$ cat config.mk
export PLATFORM = sky130hd
export DESIGN_NAME = rr_grant_encoder_flat
export DESIGN_NICKNAME = d
export VERILOG_FILES = /design/src/rtl/rr_grant_encoder_pkg.sv /design/src/rtl/rr_grant_encoder_if.sv /design/src/rtl/rr_grant_encoder_pick.sv /design/src/rtl/rr_grant_encoder.sv /design/src/flat_wrapper.sv
export SDC_FILE = /design/constraint.sdc
export NUM_CORES = 1
export LEC_CHECK = 0
export BUFFER_PORTS_ARGS = -buffer_cell sky130_fd_sc_hd__clkbuf_2
export CAP_MARGIN = 20
export CORE_ASPECT_RATIO = 0.8
export CORE_UTILIZATION = 48
export CTS_CLUSTER_DIAMETER = 150
export DETAILED_ROUTE_END_ITERATION = 12
export GPL_TIMING_DRIVEN = 0
export PLACE_DENSITY = 0.71
export RECOVER_POWER = 50
export SETUP_SLACK_MARGIN = 0.05
export SYNTH_ARGS = -nofsm -noshare
export SYNTH_HDL_FRONTEND = slang
export SYNTH_SLANG_ARGS = --single-unit
$ cat constraint.sdc
create_clock -name clk -period 3.44 [get_ports clk]
set_clock_uncertainty 0.2 [all_clocks]
set_input_delay 0.516 -clock clk [delete_from_list [all_inputs] [get_ports clk]]
set_output_delay 0.516 -clock clk [all_outputs]
set_load 0.02 [all_outputs]
$ cat src/rtl/rr_grant_encoder_pkg.sv
// ============================================================================
// Module : arb_pkg
// Shared sizing defaults and types for the round-robin grant encoder.
// Rev    : 1.0 - initial release
// ============================================================================
`default_nettype none

package arb_pkg;
    localparam int N_REQ    = 8;
    localparam int IDX_W    = $clog2(N_REQ);
    localparam int HOLD_MAX = 16;

    typedef enum logic {IDLE, GRANT} arb_state_t;
    typedef logic [IDX_W-1:0] idx_t;
endpackage

`default_nettype wire

$ cat src/rtl/rr_grant_encoder_if.sv
// ============================================================================
// Module : rr_grant_encoder_if
// Request/grant bundle between the requesters and the round-robin encoder.
// Rev    : 1.0 - initial release
// ============================================================================
`default_nettype none

interface rr_grant_encoder_if;
    import arb_pkg::*;

    logic [N_REQ-1:0] req;
    logic             done;
    idx_t             gnt_idx;
    logic             gnt_valid;
    logic             timeout;

    modport master (
        output req, done,
        input  gnt_idx, gnt_valid, timeout
    );

    modport slave (
        input  req, done,
        output gnt_idx, gnt_valid, timeout
    );
endinterface

`default_nettype wire

$ cat src/rtl/rr_grant_encoder_pick.sv
// ============================================================================
// Module : rr_pick
// Combinational round-robin winner search: rotate by ptr, find lowest, unrotate.
// Rev    : 1.0 - initial release
// ============================================================================
`default_nettype none

module rr_pick #(
    parameter int N_REQ = arb_pkg::N_REQ,
    parameter int IDX_W = arb_pkg::IDX_W
) (
    input  wire logic [N_REQ-1:0] req,
    input  wire logic [IDX_W-1:0] ptr,
    output logic                  any,
    output logic [IDX_W-1:0]      idx
);

    logic [N_REQ-1:0] w_rot;
    logic [IDX_W-1:0] w_off;

    // N_REQ is a power of two, so the index add wraps naturally in IDX_W bits.
    always_comb begin
        w_rot = '0;
        for (int i = 0; i < N_REQ; i++) begin
            w_rot[i] = req[IDX_W'(i) + ptr];
        end
    end

    always_comb begin
        w_off = '0;
        for (int i = N_REQ - 1; i >= 0; i--) begin
            if (w_rot[i]) begin
                w_off = IDX_W'(i);
            end
        end
    end

    assign any = |req;
    assign idx = w_off + ptr;

endmodule

`default_nettype wire

$ cat src/rtl/rr_grant_encoder.sv
// ============================================================================
// Module : rr_grant_encoder
// 8-way round-robin arbiter with registered grant index and hold watchdog.
// Rev    : 1.0 - initial release
// ============================================================================
`default_nettype none

module rr_grant_encoder #(
    parameter int N_REQ    = arb_pkg::N_REQ,
    parameter int IDX_W    = arb_pkg::IDX_W,
    parameter int HOLD_MAX = arb_pkg::HOLD_MAX
) (
    input wire logic         clk,
    input wire logic         rst,
    rr_grant_encoder_if.slave bus
);

    localparam int CNT_W = $clog2(HOLD_MAX);
    localparam logic [CNT_W-1:0] C_CNT_LAST = CNT_W'(HOLD_MAX - 1);

    arb_pkg::arb_state_t r_state;
    logic [IDX_W-1:0]    r_ptr;
    logic [CNT_W-1:0]    r_cnt;
    logic [IDX_W-1:0]    r_gnt_idx;
    logic                r_gnt_valid;
    logic                r_timeout;

    logic                w_any;
    logic [IDX_W-1:0]    w_win;

    rr_pick #(
        .N_REQ (N_REQ),
        .IDX_W (IDX_W)
    ) u_pick (
        .req (bus.req),
        .ptr (r_ptr),
        .any (w_any),
        .idx (w_win)
    );

    always_ff @(posedge clk) begin
        if (rst) begin
            r_state     <= arb_pkg::IDLE;
            r_ptr       <= '0;
            r_cnt       <= '0;
            r_gnt_idx   <= '0;
            r_gnt_valid <= 1'b0;
            r_timeout   <= 1'b0;
        end else begin
            r_timeout <= 1'b0;
            case (r_state)
                arb_pkg::IDLE: begin
                    if (w_any) begin
                        r_gnt_idx   <= w_win;
                        r_gnt_valid <= 1'b1;
                        r_cnt       <= '0;
                        r_state     <= arb_pkg::GRANT;
                    end
                end
                arb_pkg::GRANT: begin
                    // done takes precedence over a simultaneous watchdog expiry.
                    if (bus.done) begin
                        r_gnt_valid <= 1'b0;
                        r_ptr       <= r_gnt_idx + 1'b1;
                        r_state     <= arb_pkg::IDLE;
                    end else if (r_cnt == C_CNT_LAST) begin
                        r_gnt_valid <= 1'b0;
                        r_timeout   <= 1'b1;
                        r_ptr       <= r_gnt_idx + 1'b1;
                        r_state     <= arb_pkg::IDLE;
                    end else begin
                        r_cnt <= r_cnt + 1'b1;
                    end
                end
                default: r_state <= arb_pkg::IDLE;
            endcase
        end
    end

    assign bus.gnt_idx   = r_gnt_idx;
    assign bus.gnt_valid = r_gnt_valid;
    assign bus.timeout   = r_timeout;

endmodule

`default_nettype wire

$ cat src/flat_wrapper.sv
// flat-port wrapper written by rule: the top's interface ports become plain ports
module rr_grant_encoder_flat 
#(
    parameter int N_REQ    = arb_pkg::N_REQ,
    parameter int IDX_W    = arb_pkg::IDX_W,
    parameter int HOLD_MAX = arb_pkg::HOLD_MAX
)
  (clk, rst, bus_req, bus_done, bus_gnt_idx, bus_gnt_valid, bus_timeout);
  rr_grant_encoder_if bus_i ();
  input wire logic clk;
  input wire logic rst;
  input wire logic [$bits(bus_i.req)-1:0] bus_req;
  input wire logic [$bits(bus_i.done)-1:0] bus_done;
  output wire logic [$bits(bus_i.gnt_idx)-1:0] bus_gnt_idx;
  output wire logic [$bits(bus_i.gnt_valid)-1:0] bus_gnt_valid;
  output wire logic [$bits(bus_i.timeout)-1:0] bus_timeout;
  assign bus_i.req = bus_req;
  assign bus_i.done = bus_done;
  assign bus_gnt_idx = bus_i.gnt_idx;
  assign bus_gnt_valid = bus_i.gnt_valid;
  assign bus_timeout = bus_i.timeout;
  rr_grant_encoder #(.N_REQ(N_REQ), .IDX_W(IDX_W), .HOLD_MAX(HOLD_MAX)) u_core (.clk(clk), .rst(rst), .bus(bus_i));
endmodule
==> results.sh <==
export IMPL_synth_yosys_warnings=0
export IMPL_stdcell_area_um2=1440
export IMPL_fin_crit_ps=3310
export IMPL_final_antenna_net_count=0
export IMPL_fin_nets=167
export IMPL_finalCritPeriodShare_pct=96.3
export IMPL_final_cell_mix="21 x nor2_1, 11 x dfxtp_1, 9 x mux4_2, 9 x clkbuf_2, 8 x clkbuf_1"
export IMPL_hold_viol=0
export IMPL_avgSynthCellArea_um2=9.78
export IMPL_grt_usage_pct=22.5
export IMPL_cts_buffers=3
export IMPL_dieArea_um2=2710
export IMPL_firstDrtPassIters=4
export IMPL_grt_pass1_wl_um=4590
export IMPL_grt_overflow_total=0
export IMPL_dr_first_iter_drc_count=34
export IMPL_worst_pin_slew_ps=789
export IMPL_r2r_slack_ps=130
export IMPL_ff2ff_path_depth=17
export IMPL_cts_max_level=1
export IMPL_worstReg2RegEnd="u_core.bus.gnt_idx[2]$_SDFFE_PP0P_"
export IMPL_hpwl_um=2050
export IMPL_clk_latency_ps=280
export IMPL_core_area_um2=2250
export IMPL_diodes=0
export IMPL_dpl_cell_area_um2=1310
export IMPL_drive_above_1_share_pct=36.2
export IMPL_route_detailed_drc=0
export IMPL_synth_edf_count=0
export IMPL_cap_violations=0
export IMPL_tns_ps=0
export IMPL_pin_count=16
export IMPL_die_y_um=46.8
export IMPL_hp_start="rst"
export IMPL_arrival_ps=3340
export IMPL_clk_pin_slew_ps=80
export IMPL_areaGrowthSynthToFinish_pct=19.5
export IMPL_status="finished clean"
export IMPL_synth_flop_cell="dfxtp_1"
export IMPL_cellLeakagePower_nw=0.588
export IMPL_cts_tree="built"
export IMPL_ys_ff_latch=13
export IMPL_hp_class="primary input to register"
export IMPL_dieWidth_um=58.0
export IMPL_maxSlewViolCount=0
export IMPL_hold_path_end="u_core.bus.timeout$_SDFF_PP0_"
export IMPL_yosysSeqAreaShare_pct=21.6
export IMPL_cts_sinks=13
export IMPL_crit_path_start_kind="register"
export IMPL_syn_area_um2=1200
export IMPL_fin_total_pwr_mw=0.513
export IMPL_synth_nets=140
export IMPL_clockBufferDepth=2
export IMPL_place_congestion=0.903
export IMPL_cp_max_fo=6
export IMPL_synth_async_reset_ratio_pct=0
export IMPL_crit_required_ps=3470
export IMPL_ir_worst_vdd_mv=0.279
export IMPL_vias=1023
export IMPL_reg2reg_from="u_core.r_ptr[0]$_SDFFE_PP0P_"
export IMPL_synth_cell_types=41
export IMPL_rsz0062_at_grt="yes"
export IMPL_grt_pass1_vias=935
export IMPL_critical_path_class="register to register"
export IMPL_synthCells=123
export IMPL_setup_viol=0
export IMPL_fmax_mhz=302
export IMPL_min_path_cells=2
export IMPL_detail_route_vias_per_cell=5.88
export IMPL_drt_wl_total_um=2670
export IMPL_row_count=15
export IMPL_drt_wirelength_per_cell_um=15.4
export IMPL_maxSlewHeadroom_pct=47.4
export IMPL_endpoint_kind="register"
export IMPL_root_buffer="clkbuf_4"
export IMPL_mostFrequentLayoutCell="nor2_1"
export IMPL_power_per_cell_area_nw_per_um2=357
export IMPL_grt_max_degree=11
export IMPL_initial_utilization_pct=53.4
export IMPL_antenna_found_initial=0
export IMPL_port_buffers=15
worst max-delay path: stages, from the launching register on:
cell	delay [ps]
dfxtp_2	350
buf_6	130
inv_8	40
ha_4	250
buf_6	130
mux4_2	230
mux2i_2	90
o21bai_1	180
a211oi_1	250
nor2_1	80
a21oi_2	130
ha_2	200
inv_2	40
fa_2	420
nor2_2	120
o21ai_1	60
a311oi_1	280
a21o_1	110
metrics by stage:
| stage | setup slack [ps] | cells | util [%] | hold WS (ps) |
|---|---|---|---|---|
| 2_1_floorplan | 223 | 123 | - | 267 |
| 3_3_place_gp | -49.4 | 163 | 58.1 | 273 |
| 3_5_place_dp | -110 | 163 | 58.1 | 298 |
| 4_1_cts | 63.4 | 169 | 60.1 | 268 |
| 5_1_grt | -27.3 | 174 | 63.8 | 288 |
| 6_report | 129 | 174 | 63.8 | 272 |
power breakdown:
| group | internal, mW | switching, mW | total (mW) | leakage [nW] |
|---|---|---|---|---|
| combinational | 0.119 | 0.130 | 0.250 | 0.466 |
| clock | 0.0450 | 0.0474 | 0.0924 | 0.0150 |
| sequential | 0.162 | 0.00910 | 0.171 | 0.107 |
| total | 0.326 | 0.187 | 0.513 | 0.588 |
cell families (layout without fill, tap and decap cells):
| group | count (synthesis) | after routing | share of synthesized area [%] |
|---|---|---|---|
| buffers and inverters | 10 | 36 | 5.10 |
| AO/OA/AOI/OAI | 23 | 23 | 12.9 |
| multiplexers | 22 | 22 | 30.4 |
| adder cells (fa/ha/maj) | 6 | 6 | 6.87 |
| AND/OR/NAND/NOR | 43 | 43 | 18.1 |
| XOR/XNOR | 6 | 6 | 4.99 |
| flip-flops | 13 | 13 | 21.6 |
how the worst max path moves through the flow:
stage	start	end	slack [ps]	cells past startpoint
final	u_core.r_ptr[0]$_SDFFE_PP0P_	u_core.bus.gnt_idx[2]$_SDFFE_PP0P_	130	17
after global routing	u_core.r_ptr[0]$_SDFFE_PP0P_	u_core.bus.gnt_idx[2]$_SDFFE_PP0P_	-30	17
after CTS	u_core.r_ptr[0]$_SDFFE_PP0P_	u_core.bus.gnt_idx[2]$_SDFFE_PP0P_	60	17
after detailed placement	u_core.r_ptr[0]$_SDFFE_PP0P_	u_core.bus.gnt_idx[2]$_SDFFE_PP0P_	-110	17
after global placement	u_core.r_ptr[0]$_SDFFE_PP0P_	u_core.bus.gnt_idx[2]$_SDFFE_PP0P_	-50	17
after floorplan	u_core.r_ptr[0]$_SDFFE_PP0P_	u_core.bus.gnt_idx[2]$_SDFFE_PP0P_	220	17
state kept, by name (all words and copies together), names as in the netlist:
| name | count |
|---|---|
| u_core.r_cnt | 4 |
| u_core.bus.gnt_idx | 3 |
| u_core.r_ptr | 3 |
| u_core.bus.gnt_valid | 1 |
| u_core.bus.timeout | 1 |
| u_core.r_state | 1 |
cell usage after synthesis, types with 2 or more instances:
library cell | count | area (µm²)
a211oi_1 | 3 | 22.5
a21oi_1 | 6 | 30.0
buf_4 | 2 | 15.0
buf_6 | 2 | 22.5
dfxtp_1 | 13 | 260
ha_1 | 5 | 62.6
inv_1 | 3 | 11.3
mux2i_1 | 11 | 110
mux4_1 | 2 | 52.6
mux4_2 | 8 | 180
nand2_1 | 3 | 11.3
nand2b_1 | 3 | 18.8
nor2_1 | 23 | 86.3
nor2b_1 | 3 | 18.8
nor3_1 | 2 | 10.0
nor3b_1 | 2 | 15.0
nor4_1 | 3 | 18.8
o21ai_1 | 3 | 15.0
xor2_1 | 4 | 35.0
per-layer routing:
layer	GRT usage (%)	wire, µm	part of all wire, %
met1	35.2	1430	54
met2	33.3	1160	44
met3	4.41	68	2.5
met4	2.38	9	0.34
met5	0	0	0
final cells by class:
type | count | area, µm²
Clock buffer | 4 | 26.3
Inverter | 4 | 25.0
Sequential cell | 13 | 263
Multi-Input combinational cell | 100 | 917
Buffer | 6 | 50.0
Timing Repair Buffer | 22 | 124
Fill cell | 195 | 816
Tap cell | 25 | 31.3
what timing repair did:
action                                  4_1_cts  5_1_grt
hold buffers                                  0        0
pin swaps                                     0        8
buffers inserted                              2        5
endpoints found under the setup margin        2        2
gates resized for setup                       2       20
No activity file was read; power rests on OpenSTA's default activity.
